$ cat config.mk
export PLATFORM = sky130hd
export DESIGN_NAME = pw_lock_param
export DESIGN_NICKNAME = d
export VERILOG_FILES = /design/src/rtl/pw_lock_param.sv
export SDC_FILE = /design/constraint.sdc
export NUM_CORES = 1
export LEC_CHECK = 0
export ABC_AREA = 1
export CORE_UTILIZATION = 51
export CTS_BUF_LIST = sky130_fd_sc_hd__clkbuf_8
export DETAILED_ROUTE_END_ITERATION = 7
export GPL_TIMING_DRIVEN = 1
export PLACE_DENSITY_LB_ADDON = 0.05
export SETUP_SLACK_MARGIN = 0.2
export SLEW_MARGIN = 20
export SYNTH_ARGS = -nofsm -noshare
export SYNTH_HDL_FRONTEND = slang
export SYNTH_SLANG_ARGS = --single-unit
$ cat constraint.sdc
create_clock -name clk_i -period 3.61 [get_ports clk_i]
set_clock_uncertainty 0.1 [all_clocks]
set_input_delay 0.722 -clock clk_i [delete_from_list [all_inputs] [get_ports clk_i]]
set_output_delay 0.722 -clock clk_i [all_outputs]
set_load 0.02 [all_outputs]
$ cat src/rtl/pw_lock_param.sv
// Parametrised switch-bank password lock with retry counting, timed lockout,
// entry timeout and relock. Define PW_SYNC_EN to add a two-flop input synchroniser.
module pw_lock_param #(
  parameter int NUM_SW         = 10,
  parameter int CODE_LEN       = 4,
  parameter logic [CODE_LEN*((NUM_SW > 1) ? $clog2(NUM_SW) : 1)-1:0] CODE = 16'h3210,
  parameter int MAX_TRIES      = 3,
  parameter int LOCK_CYCLES    = 100,
  parameter int TIMEOUT_CYCLES = 50
) (
  input  logic              clk_i,
  input  logic              rst_i,
  input  logic [NUM_SW-1:0] sw_i,
  input  logic              relock_i,
  output logic [2:0]        state_o,
  output logic [3:0]        entered_o,
  output logic [3:0]        tries_left_o,
  output logic              open_o,
  output logic              alarm_o
);

  localparam int IDX_W  = (NUM_SW > 1) ? $clog2(NUM_SW) : 1;
  localparam int TMO_W  = (TIMEOUT_CYCLES > 1) ? $clog2(TIMEOUT_CYCLES + 1) : 1;
  localparam int LOCK_W = (LOCK_CYCLES > 1) ? $clog2(LOCK_CYCLES + 1) : 1;

  typedef enum logic [2:0] {
    S_IDLE    = 3'd0,
    S_ENTRY   = 3'd1,
    S_CHECK   = 3'd2,
    S_OPEN    = 3'd3,
    S_FAIL    = 3'd4,
    S_LOCKOUT = 3'd5
  } state_t;

  state_t             state_q, state_d;
  logic [3:0]         entered_q, entered_d;
  logic [3:0]         tries_q, tries_d;
  logic               ok_q, ok_d;
  logic [TMO_W-1:0]   tmo_q, tmo_d;
  logic [LOCK_W-1:0]  lock_q, lock_d;
  logic [NUM_SW-1:0]  sw_prev_q;
  logic [NUM_SW-1:0]  sw_det;
  logic               press;
  logic               one_hot;
  logic [IDX_W-1:0]   sw_idx;
  logic [IDX_W-1:0]   exp_digit;
  logic               digit_ok;

`ifdef PW_SYNC_EN
  logic [NUM_SW-1:0] sync1_q, sync2_q;

  // Reset to all ones so a switch held through reset never looks like a press.
  always_ff @(posedge clk_i) begin
    if (rst_i) begin
      sync1_q <= '1;
      sync2_q <= '1;
    end else begin
      sync1_q <= sw_i;
      sync2_q <= sync1_q;
    end
  end

  assign sw_det = sync2_q;
`else
  assign sw_det = sw_i;
`endif

  assign press   = (sw_prev_q == '0) && (sw_det != '0);
  assign one_hot = (sw_det != '0) && ((sw_det & (sw_det - 1'b1)) == '0);

  always_comb begin
    sw_idx    = '0;
    exp_digit = '0;
    for (int i = 0; i < NUM_SW; i++) begin
      if (sw_det[i]) sw_idx = IDX_W'(i);
    end
    for (int i = 0; i < CODE_LEN; i++) begin
      if (entered_q == 4'(i)) exp_digit = CODE[i*IDX_W +: IDX_W];
    end
  end

  // A multi-bit press can never match, whatever its highest set bit is.
  assign digit_ok = one_hot && (sw_idx == exp_digit);

  always_ff @(posedge clk_i) begin
    if (rst_i) begin
      state_q   <= S_IDLE;
      entered_q <= '0;
      tries_q   <= 4'(MAX_TRIES);
      ok_q      <= 1'b0;
      tmo_q     <= '0;
      lock_q    <= '0;
      sw_prev_q <= '1;
    end else begin
      state_q   <= state_d;
      entered_q <= entered_d;
      tries_q   <= tries_d;
      ok_q      <= ok_d;
      tmo_q     <= tmo_d;
      lock_q    <= lock_d;
      sw_prev_q <= sw_det;
    end
  end

  always_comb begin
    state_d   = state_q;
    entered_d = entered_q;
    tries_d   = tries_q;
    ok_d      = ok_q;
    tmo_d     = tmo_q;
    lock_d    = lock_q;
    unique case (state_q)
      S_IDLE: begin
        if (press) begin
          entered_d = 4'd1;
          ok_d      = digit_ok;
          tmo_d     = '0;
          state_d   = (CODE_LEN == 1) ? S_CHECK : S_ENTRY;
        end
      end
      S_ENTRY: begin
        if (press) begin
          entered_d = entered_q + 4'd1;
          ok_d      = ok_q & digit_ok;
          tmo_d     = '0;
          if (entered_q + 4'd1 == 4'(CODE_LEN)) state_d = S_CHECK;
        end else if (tmo_q >= TMO_W'(TIMEOUT_CYCLES - 1)) begin
          state_d   = S_IDLE;
          entered_d = '0;
          tmo_d     = '0;
        end else begin
          tmo_d = tmo_q + 1'b1;
        end
      end
      S_CHECK: begin
        entered_d = '0;
        if (ok_q) begin
          state_d = S_OPEN;
          tries_d = 4'(MAX_TRIES);
        end else begin
          state_d = S_FAIL;
          tries_d = (tries_q != 4'd0) ? tries_q - 4'd1 : 4'd0;
        end
      end
      S_FAIL: begin
        lock_d  = '0;
        state_d = (tries_q == 4'd0) ? S_LOCKOUT : S_IDLE;
      end
      S_LOCKOUT: begin
        if (lock_q >= LOCK_W'(LOCK_CYCLES - 1)) begin
          state_d = S_IDLE;
          tries_d = 4'(MAX_TRIES);
          lock_d  = '0;
        end else begin
          lock_d = lock_q + 1'b1;
        end
      end
      S_OPEN: begin
        if (relock_i) state_d = S_IDLE;
      end
      default: state_d = S_IDLE;
    endcase
  end

  assign state_o      = state_q;
  assign entered_o    = entered_q;
  assign tries_left_o = tries_q;
  assign open_o       = (state_q == S_OPEN);
  assign alarm_o      = (state_q == S_LOCKOUT);

endmodule

==> reports/metrics.cfg, run 1 <==
[synthesis]
postSynthAreaPerCell_um2=6.88
yosysTopAreaCellShare_pct=38.0
ys_warn_count=0
yosysMostFrequentCell=nand2_1
synth_area_leaders=dfxtp_1, nand2_1, inv_1
synth_common_cells=nand2_1, inv_1, dfxtp_1, nor2_1, a21oi_1
synth_seq_area_share_pct=38.0
yosys.area.top_type=dfxtp_1
synth.distinct_cells=31
synthCells=268
synth_edf_count=0
synth_top_flop_cell=dfxtp_1
async_flop_share_pct=0
ys_ff_latch=35
synth_area_um2=1840
syn-num-nets=288

[timing]
period_needed_ps=2510
worst_pin_slew_ps=565
rsz0062_at_grt=false
setup_viol=0
fin_crit_sh_pct=69.6
setup_tns_ps=0
hold_ws_ps=372
slew_viol_final=0
hold_violations=0
max_clock_freq_ghz=0.398
max-slew-margin-rel_pct=62.1

[global_route]
grt_usage_pct=22.3
grt_first_pass_wirelength_um=6770
grt_pass1_vias=1571
antenna_found_initial=0
grt_max_degree=19
grt_overflow=0

[layout]
instances_no_fill=344
final_nets=318
syn2layout_area_growth_pct=21.2
drive_gt1_share_pct=8.05
antenna-diode-count=0
fill_cells=319
multi_input_area_um2=986
fin_util_pct=66.0
seq_area_um2=701

[clock_network]
htree_levels=2
clock_latency_ps=290
cts_made_buffers=5
cts_tree=built
clkSinkCount=35
clockBufferDepth=2
postCtsHoldBufs=0
cts.clk_slew.worst_paths_ps=70
post_cts_buffers=0
root_buffer=clkbuf_8
cts_resized=0

[floorplanning]
start_util_pct=54.4
die_x_um=62.1
placementRows=21
die_y_um=62.1
fp.dieArea_um2=3860
io_pins=26
core_area_um2=3390

[route]
initialDrtViolationCount=104
wl_um=3780
via_per_inst=5.01
ant_nets=0
vias=1724
drt-pass1-iter-count=4
wl_per_cell_um=11.0
drcViolationCount=0

[placed_design]
dp.cells=337
post-dp-hpwl_um=2800
port_buffers=25
gp_congestion=0.801

[worst_setup_path]
critPathMaxFanout=4
cp-start-kind=flop
cp.arrival_ps=1690
critPathKind=reg2out
cp.required_ps=2790
end_kind=output pin

[run_status]
status=finished clean

[job]
drv_cap=0

[worst_hold_path]
hold_class=reg2reg

[pwr]
power_leakage_nw=0.959
powerDensity_nw_per_um2=320
ir_drop_mv=0.216

==> registers in the layout, indices dropped and copies added (netlist names) <==
name and count:
sw_prev_q 10, entered_o 4, lock_q 7, state_o 3
ok_q 1, tmo_q 6, tries_left_o 4
==> cells in the final DEF (no fill, tap or decap), types with 3 or more instances in the layout <==
cell type,synthesis,final
ha_1,7,7
clkdlybuf4s50_1,0,25
clkbuf_8,0,6
nand3_1,11,11
nand2_1,66,66
inv_1,36,36
nor2_1,35,35
o211ai_1,3,3
dfxtp_1,35,35
nor2_2,4,4
o21ai_0,11,11
nand4_1,7,7
nor3_1,3,3
inv_2,3,3
a21oi_1,21,21
==> power by group <==
part	total [W]	internal [W]	leakage [nW]	switching, W
Combinational	0.0000380	0.0000184	0.627	0.0000196
Sequential	0.000394	0.000392	0.285	0.00000153
Clock	0.000284	0.000150	0.0470	0.000135
Total	0.000716	0.000560	0.959	0.000156
==> worst paths after layout <==
path                                      from                      endpoint  slack (ps)  cells after the start
hold / removal    tries_left_o[3]$_SDFFE_PP0P_  tries_left_o[3]$_SDFFE_PP0P_         370                      2
setup / recovery       state_o[0]$_SDFFE_PP0P_                        open_o        1100                      3
hold reg to reg   tries_left_o[3]$_SDFFE_PP0P_  tries_left_o[3]$_SDFFE_PP0P_         370                      2
setup reg to reg        lock_q[0]$_SDFFE_PP0P_        lock_q[5]$_SDFFE_PP0P_        1870                      8
==> kinds of logic after synthesis <==
family / Yosys count / share of synthesized area, %
buf+inv: 42 / 8.55
xor+xnor: 4 / 1.90
flops: 35 / 38.0
compound gates: 44 / 14.0
fa+ha+maj: 7 / 4.75
simple gates: 136 / 32.8
==> layout make-up <==
class | count | area share [%]
multi-input cells | 191 | 44.1
flip-flops and latches | 35 | 31.3
repair buffers | 26 | 11.5
inverters | 39 | 6.55
clock buffers | 6 | 3.69
well taps | 46 | 2.57
clock inverters | 1 | 0.224
==> stage by stage <==
| step | cell area [um^2] | total power (W) | setup slack, ps |
|---|---|---|---|
| after floorplan | 1840 | 0.000420 | 1630 |
| after global routing | 2240 | 0.000752 | 940 |
| after detailed placement | 2150 | 0.000441 | 1130 |
| after CTS | 2240 | 0.000727 | 1090 |
| final | 2240 | 0.000716 | 1100 |
| after global placement | 2150 | 0.000440 | 1160 |
==> per-layer routing <==
metal	vias up	GRT usage, %	routed length, um
met3	6	6.07	158
met2	32	35.0	1670
li1	919	-	-
met4	0	9.59	73
met1	767	28.6	1880
met5	-	0	0
==> critical path, cell delays in order (launching register included) <==
cell and delay, ps:
dfxtp_1 370, inv_1 110, nor3_1 270, clkdlybuf4s50_1 660
No activity file was read; power rests on OpenSTA's default activity.
==> run 2, diff against run 1 <==
==> constraint.sdc (replaced) <==
create_clock -name clk_i -period 2.2 [get_ports clk_i]
set_clock_uncertainty 0.1 [all_clocks]
set_input_delay 0.44 -clock clk_i [delete_from_list [all_inputs] [get_ports clk_i]]
set_output_delay 0.44 -clock clk_i [all_outputs]
set_load 0.02 [all_outputs]
==> reports/metrics.cfg, run 2 (synthesis results as in run 1) <==
[job]
drv_cap=0  ; unchanged

[global_route]
antenna_found_initial=0  ; unchanged
grt_pass1_vias=1599  ; +1.8%
grt_max_degree=15  ; -4
grt_overflow=0  ; unchanged
grt_usage_pct=22.1  ; -0.19 points
grt_first_pass_wirelength_um=6780  ; +0.10%

[layout]
fin_util_pct=67.7  ; +1.7 points
instances_no_fill=350  ; +1.7%
fill_cells=306  ; -4.1%
antenna-diode-count=0  ; unchanged
final_cell_mix=nand2_1, inv_1, nor2_1, dfxtp_1, clkdlybuf4s50_1
final_nets=323  ; +1.6%
largest_reg_flops=10  ; unchanged
reg_top3=sw_prev_q (10), lock_q (7), tmo_q (6)
drive_gt1_share_pct=10.5  ; +2.5 points
top_register=sw_prev_q
fin_area_um2=2290  ; +2.6%
syn2layout_area_growth_pct=24.4
mostFrequentLayoutCell=nand2_1

[timing]
setup_viol=0  ; unchanged
max-slew-margin-rel_pct=72.5  ; +10 points
hold_violations=0  ; unchanged
rsz0062_at_grt=false
worst_pin_slew_ps=412  ; -154 ps
slew_viol_final=0  ; unchanged
max_clock_freq_ghz=0.526
period_needed_ps=1900
hold_ws_ps=378  ; +6.53 ps
setup_tns_ps=0  ; unchanged
fin_crit_sh_pct=86.5

[floorplanning]
start_util_pct=54.4  ; unchanged
placementRows=21  ; unchanged
die_x_um=62.1  ; unchanged
fp.dieArea_um2=3860  ; unchanged
die_y_um=62.1  ; unchanged
core_area_um2=3390  ; unchanged
io_pins=26  ; unchanged

[worst_setup_path]
reg2reg_depth=8  ; unchanged
max_stage_delay_ps=640  ; -20 ps
crit_family=buffers and inverters
slowest_stage=clkdlybuf4s50_1
cp-start-kind=flop
crit_chain=clkdlybuf4s50_1
cp.depth=1  ; -2
end_kind=output pin
critPathMaxFanout=6  ; +2
cp.arrival_ps=1360  ; -330 ps
cp.required_ps=1660  ; -1130 ps
critPathKind=reg2out
crit_buf_inv=1  ; -1

[pwr]
ir_drop_mv=0.449  ; +110%
powerDensity_nw_per_um2=530  ; +66%
power_leakage_nw=1.00  ; +4.5%

[placed_design]
gp_congestion=0.795  ; -0.71%
port_buffers=25  ; unchanged
dp.cells=340  ; +0.89%
post-dp-hpwl_um=2870  ; +2.5%
dpl_cell_area_um2=2170  ; +1.0%

[route]
ant_nets=0  ; unchanged
via_per_inst=4.97  ; -0.80%
initialDrtViolationCount=91  ; -13%
wl_per_cell_um=10.9  ; -1.0%
drt-pass1-iter-count=5  ; +1
drcViolationCount=0  ; unchanged
wl_um=3810  ; +0.71%
vias=1740  ; +0.93%

[clock_network]
clock_latency_ps=290  ; about the same
postCtsHoldBufs=0  ; unchanged
cts_tree=built
clockBufferDepth=2  ; unchanged
htree_levels=2  ; unchanged
cts.clk_slew.worst_paths_ps=70  ; about the same
clkSinkCount=35  ; unchanged
cts_made_buffers=5  ; unchanged
root_buffer=clkbuf_8

[worst_hold_path]
hold_class=reg2reg
hold_depth=2  ; unchanged

[run_status]
status=finished clean

[run 2: worst register-to-register path, cell delays in order, from the launching register on]
cell and delay, ps:
dfxtp_1 340, ha_1 240, nor2_1 130, nand3_1 90, nand2_1 140, nand2_1 110, inv_1 180, o31ai_1 100
a211oi_1 190
[run 2: timing repair]
| action | CTS | global route |
|---|---|---|
| gates resized for setup | 3 | 2 |
| buffers inserted | 0 | 2 |
| endpoints found under the hold margin | 0 | 0 |
| pin swaps | 0 | 3 |
| endpoints found under the setup margin | 2 | 6 |
[run 2: per-layer routing]
metal  share of wire [%]  vias to the layer above  GRT usage (%)  wire (um)
met1                  49                      770           26.7       1870
met2                  44                       31           36.5       1680
li1                    -                      933              -          -
met3                 5.0                        6           6.25        191
met4                 1.8                        0           9.59         67
met5                   0                        -              0          0
[run 2: report_power, final]
group	total (W)	leakage [nW]	internal, W	switching [W]
Combinational	0.0000649	0.660	0.0000324	0.0000325
Clock	0.000505	0.0557	0.000281	0.000224
Sequential	0.000646	0.285	0.000643	0.00000241
Total	0.00122	1.00	0.000956	0.000259
[run 2: path summary, 6_finish.rpt]
| path | from | to | slack, ps |
|---|---|---|---|
| max reg2reg | lock_q[0]$_SDFFE_PP0P_ | lock_q[5]$_SDFFE_PP0P_ | 490 |
| min reg2reg | tries_left_o[3]$_SDFFE_PP0P_ | tries_left_o[3]$_SDFFE_PP0P_ | 380 |
| min | tries_left_o[3]$_SDFFE_PP0P_ | tries_left_o[3]$_SDFFE_PP0P_ | 380 |
| max | entered_o[0]$_SDFFE_PP0P_ | entered_o[0] | 300 |
[run 2: final cells by class]
class                      instances  area [um^2]  share of cell area, %
multi-input combinational        191          995                   43.4
sequential                        35          702                   30.6
timing repair buffer              31          293                   12.8
inverter                          39          146                   6.38
clock buffer                       7         96.3                   4.20
tap                               46         57.6                   2.51
clock inverter                     1         3.75                  0.164
[run 2: stage by stage]
step	total power [W]	setup slack (ps)
final	0.00122	298
after global routing	0.00127	196
after CTS	0.00123	223
after detailed placement	0.000724	62.3
after global placement	0.000723	99.0
after floorplan	0.000689	406
==> run 3, diff against run 2 <==
==> constraint.sdc (replaced) <==
create_clock -name clk_i -period 2.44 [get_ports clk_i]
set_clock_uncertainty 0.1 [all_clocks]
set_input_delay 0.488 -clock clk_i [delete_from_list [all_inputs] [get_ports clk_i]]
set_output_delay 0.488 -clock clk_i [all_outputs]
set_load 0.02 [all_outputs]
==> reports/metrics.cfg, run 3 (synthesis results as in run 1) <==
[run_status]
status=finished clean

[route]
wl_per_cell_um=10.9  ; about the same
route.met3.wl_um=114  ; -40%
wl_met2_um=1680  ; -0.12%
ant_nets=0  ; unchanged
initialDrtViolationCount=55  ; -40%
via_per_inst=4.94  ; -0.65%
vias=1709  ; -1.8%
drcViolationCount=0  ; unchanged
wl_met1_um=1880  ; +0.75%
top_layer_used=met4
wl_um=3770  ; -1.1%
drt-pass1-iter-count=4  ; -1

[layout]
largest_reg_flops=10  ; unchanged
final_nets=319  ; -1.2%
mostFrequentLayoutCell=nand2_1
fill_cells=292  ; -4.6%
top_register=sw_prev_q
final_cell_mix=nand2_1, inv_1, nor2_1, dfxtp_1, clkdlybuf4s50_1
syn2layout_area_growth_pct=23.4
antenna-diode-count=0  ; unchanged
drive_gt1_share_pct=9.00  ; -1.5 points
reg_top3=sw_prev_q (10), lock_q (7), tmo_q (6)

[timing]
fin_crit_sh_pct=81.6
period_needed_ps=1990
hold_ws_ps=376  ; -2.32 ps
setup_tns_ps=0  ; unchanged
max_clock_freq_ghz=0.502
rsz0062_at_grt=false
hold_violations=0  ; unchanged
max-slew-margin-rel_pct=62.7  ; -9.8 points
setup_viol=0  ; unchanged
slew_viol_final=0  ; unchanged
worst_pin_slew_ps=556  ; +145 ps

[pwr]
power_frac_seq_pct=49.3  ; -3.8 points
power.total_w=0.00118  ; -2.9%
power_switching_w=0.000241  ; -6.9%
p_int_w=0.000938  ; -1.9%
p_clk_share_pct=45.8  ; +4.2 points
combPwrFrac_pct=4.9  ; -0.4 points
powerDensity_nw_per_um2=518  ; -2.2%
switching_share_pct=20.4  ; -0.87 points
ir_drop_mv=0.347  ; -23%
power_leakage_nw=1.00  ; about the same

[worst_setup_path]
critPathMaxFanout=4  ; -2
reg2reg_from=lock_q[0]$_SDFFE_PP0P_
end_kind=output pin
cp.arrival_ps=1400  ; +40 ps
slowest_stage=dfxtp_1
reg2reg_to=lock_q[5]$_SDFFE_PP0P_
crit_chain=inv_1, nor3_1, dlygate4sd2_1
cp.required_ps=1850  ; +190 ps
reg2reg_depth=8  ; unchanged
max_stage_delay_ps=370  ; -270 ps
reg2reg_slack_ps=670  ; +180 ps
critPathKind=reg2out
cp-start-kind=flop

[floorplanning]
die_y_um=62.1  ; unchanged
die_x_um=62.1  ; unchanged
start_util_pct=54.4  ; unchanged
fp.dieArea_um2=3860  ; unchanged
io_pins=26  ; unchanged
placementRows=21  ; unchanged
core_area_um2=3390  ; unchanged

[clock_network]
cts_made_buffers=5  ; unchanged
post_cts_buffers=0  ; unchanged
clock_latency_ps=290  ; about the same
cts_tree=built
root_buffer=clkbuf_8
clockBufferDepth=2  ; unchanged
cts.clk_slew.worst_paths_ps=70  ; about the same
clkSinkCount=35  ; unchanged
htree_levels=2  ; unchanged

[worst_hold_path]
worst_hold_startpoint=tries_left_o[3]$_SDFFE_PP0P_
hold_class=reg2reg
hold_depth=2  ; unchanged
min_to=tries_left_o[3]$_SDFFE_PP0P_

[global_route]
grt_first_pass_wirelength_um=6860  ; +1.2%
antenna_found_initial=0  ; unchanged
grt_max_degree=15  ; unchanged
grt_overflow=0  ; unchanged
grt_usage_pct=22.6  ; +0.51 points
grt_pass1_vias=1645  ; +2.9%

[placed_design]
post-dp-hpwl_um=2880  ; +0.25%
port_buffers=25  ; unchanged
gp_congestion=0.803  ; +1.0%

[job]
drv_cap=0  ; unchanged

==> run 3: power by group through the flow <==
stage | clock, W | combinational (W) | sequential, W
finish | 0.000540 | 0.0000580 | 0.000582
global route | 0.000577 | 0.0000653 | 0.000583
CTS | 0.000555 | 0.0000583 | 0.000582
detailed placement | 0 | 0.0000578 | 0.000595
global placement | 0 | 0.0000569 | 0.000595
floorplan | 0 | 0.0000270 | 0.000594
==> run 3: final cells by class <==
cell class | count | area, um^2 | area share, %
Multi-Input combinational cell | 191 | 986 | 43.3
Clock inverter | 2 | 35.0 | 1.54
Clock buffer | 6 | 82.6 | 3.63
Tap cell | 46 | 57.6 | 2.53
Inverter | 39 | 146 | 6.43
Sequential cell | 35 | 702 | 30.8
Timing Repair Buffer | 27 | 267 | 11.7
==> run 3: what timing repair did <==
item	4_1_cts	5_1_grt
pin swaps	0	0
endpoints found under the setup margin	2	1
hold buffers	0	0
gates resized for setup	2	1
==> run 3: through the flow <==
| step | utilization [%] | std cells | instance area [um^2] | worst slack (ps) |
|---|---|---|---|---|
| floorplan | - | 268 | 1840 | 646 |
| global placement | 63.6 | 338 | 2160 | 227 |
| detailed placement | 63.6 | 338 | 2160 | 182 |
| CTS | 67.1 | 346 | 2270 | 213 |
| global route | 67.1 | 346 | 2280 | 253 |
| finish | 67.1 | 346 | 2280 | 448 |
==> run 3: critical path: cells and delay by family, from the launching register on <==
kind / cells / cell delay [ps]
flops: 1 / 370
buf+inv: 2 / 480
simple gates: 1 / 260
==> run 3: how the worst max path moves through the flow <==
stage	from	to	slack (ps)	cells after the start
after floorplan	state_o[0]$_SDFFE_PP0P_	state_o[1]$_SDFFE_PP0P_	650	7
after global placement	sw_i[1]	tmo_q[3]$_SDFFE_PP0P_	230	10
after CTS	state_o[1]$_SDFFE_PP0P_	alarm_o	210	4
after detailed placement	sw_i[1]	tmo_q[5]$_SDFFE_PP0P_	180	10
final	state_o[0]$_SDFFE_PP0P_	open_o	450	3
after global routing	sw_i[1]	tmo_q[5]$_SDFFE_PP0P_	250	10
==> run 3: per-layer routing <==
metal  track usage, %  up-vias
met5                0        -
met4             12.5        0
met3             6.07        7
met2             36.5       22
met1             27.1      753
li1                 -      927
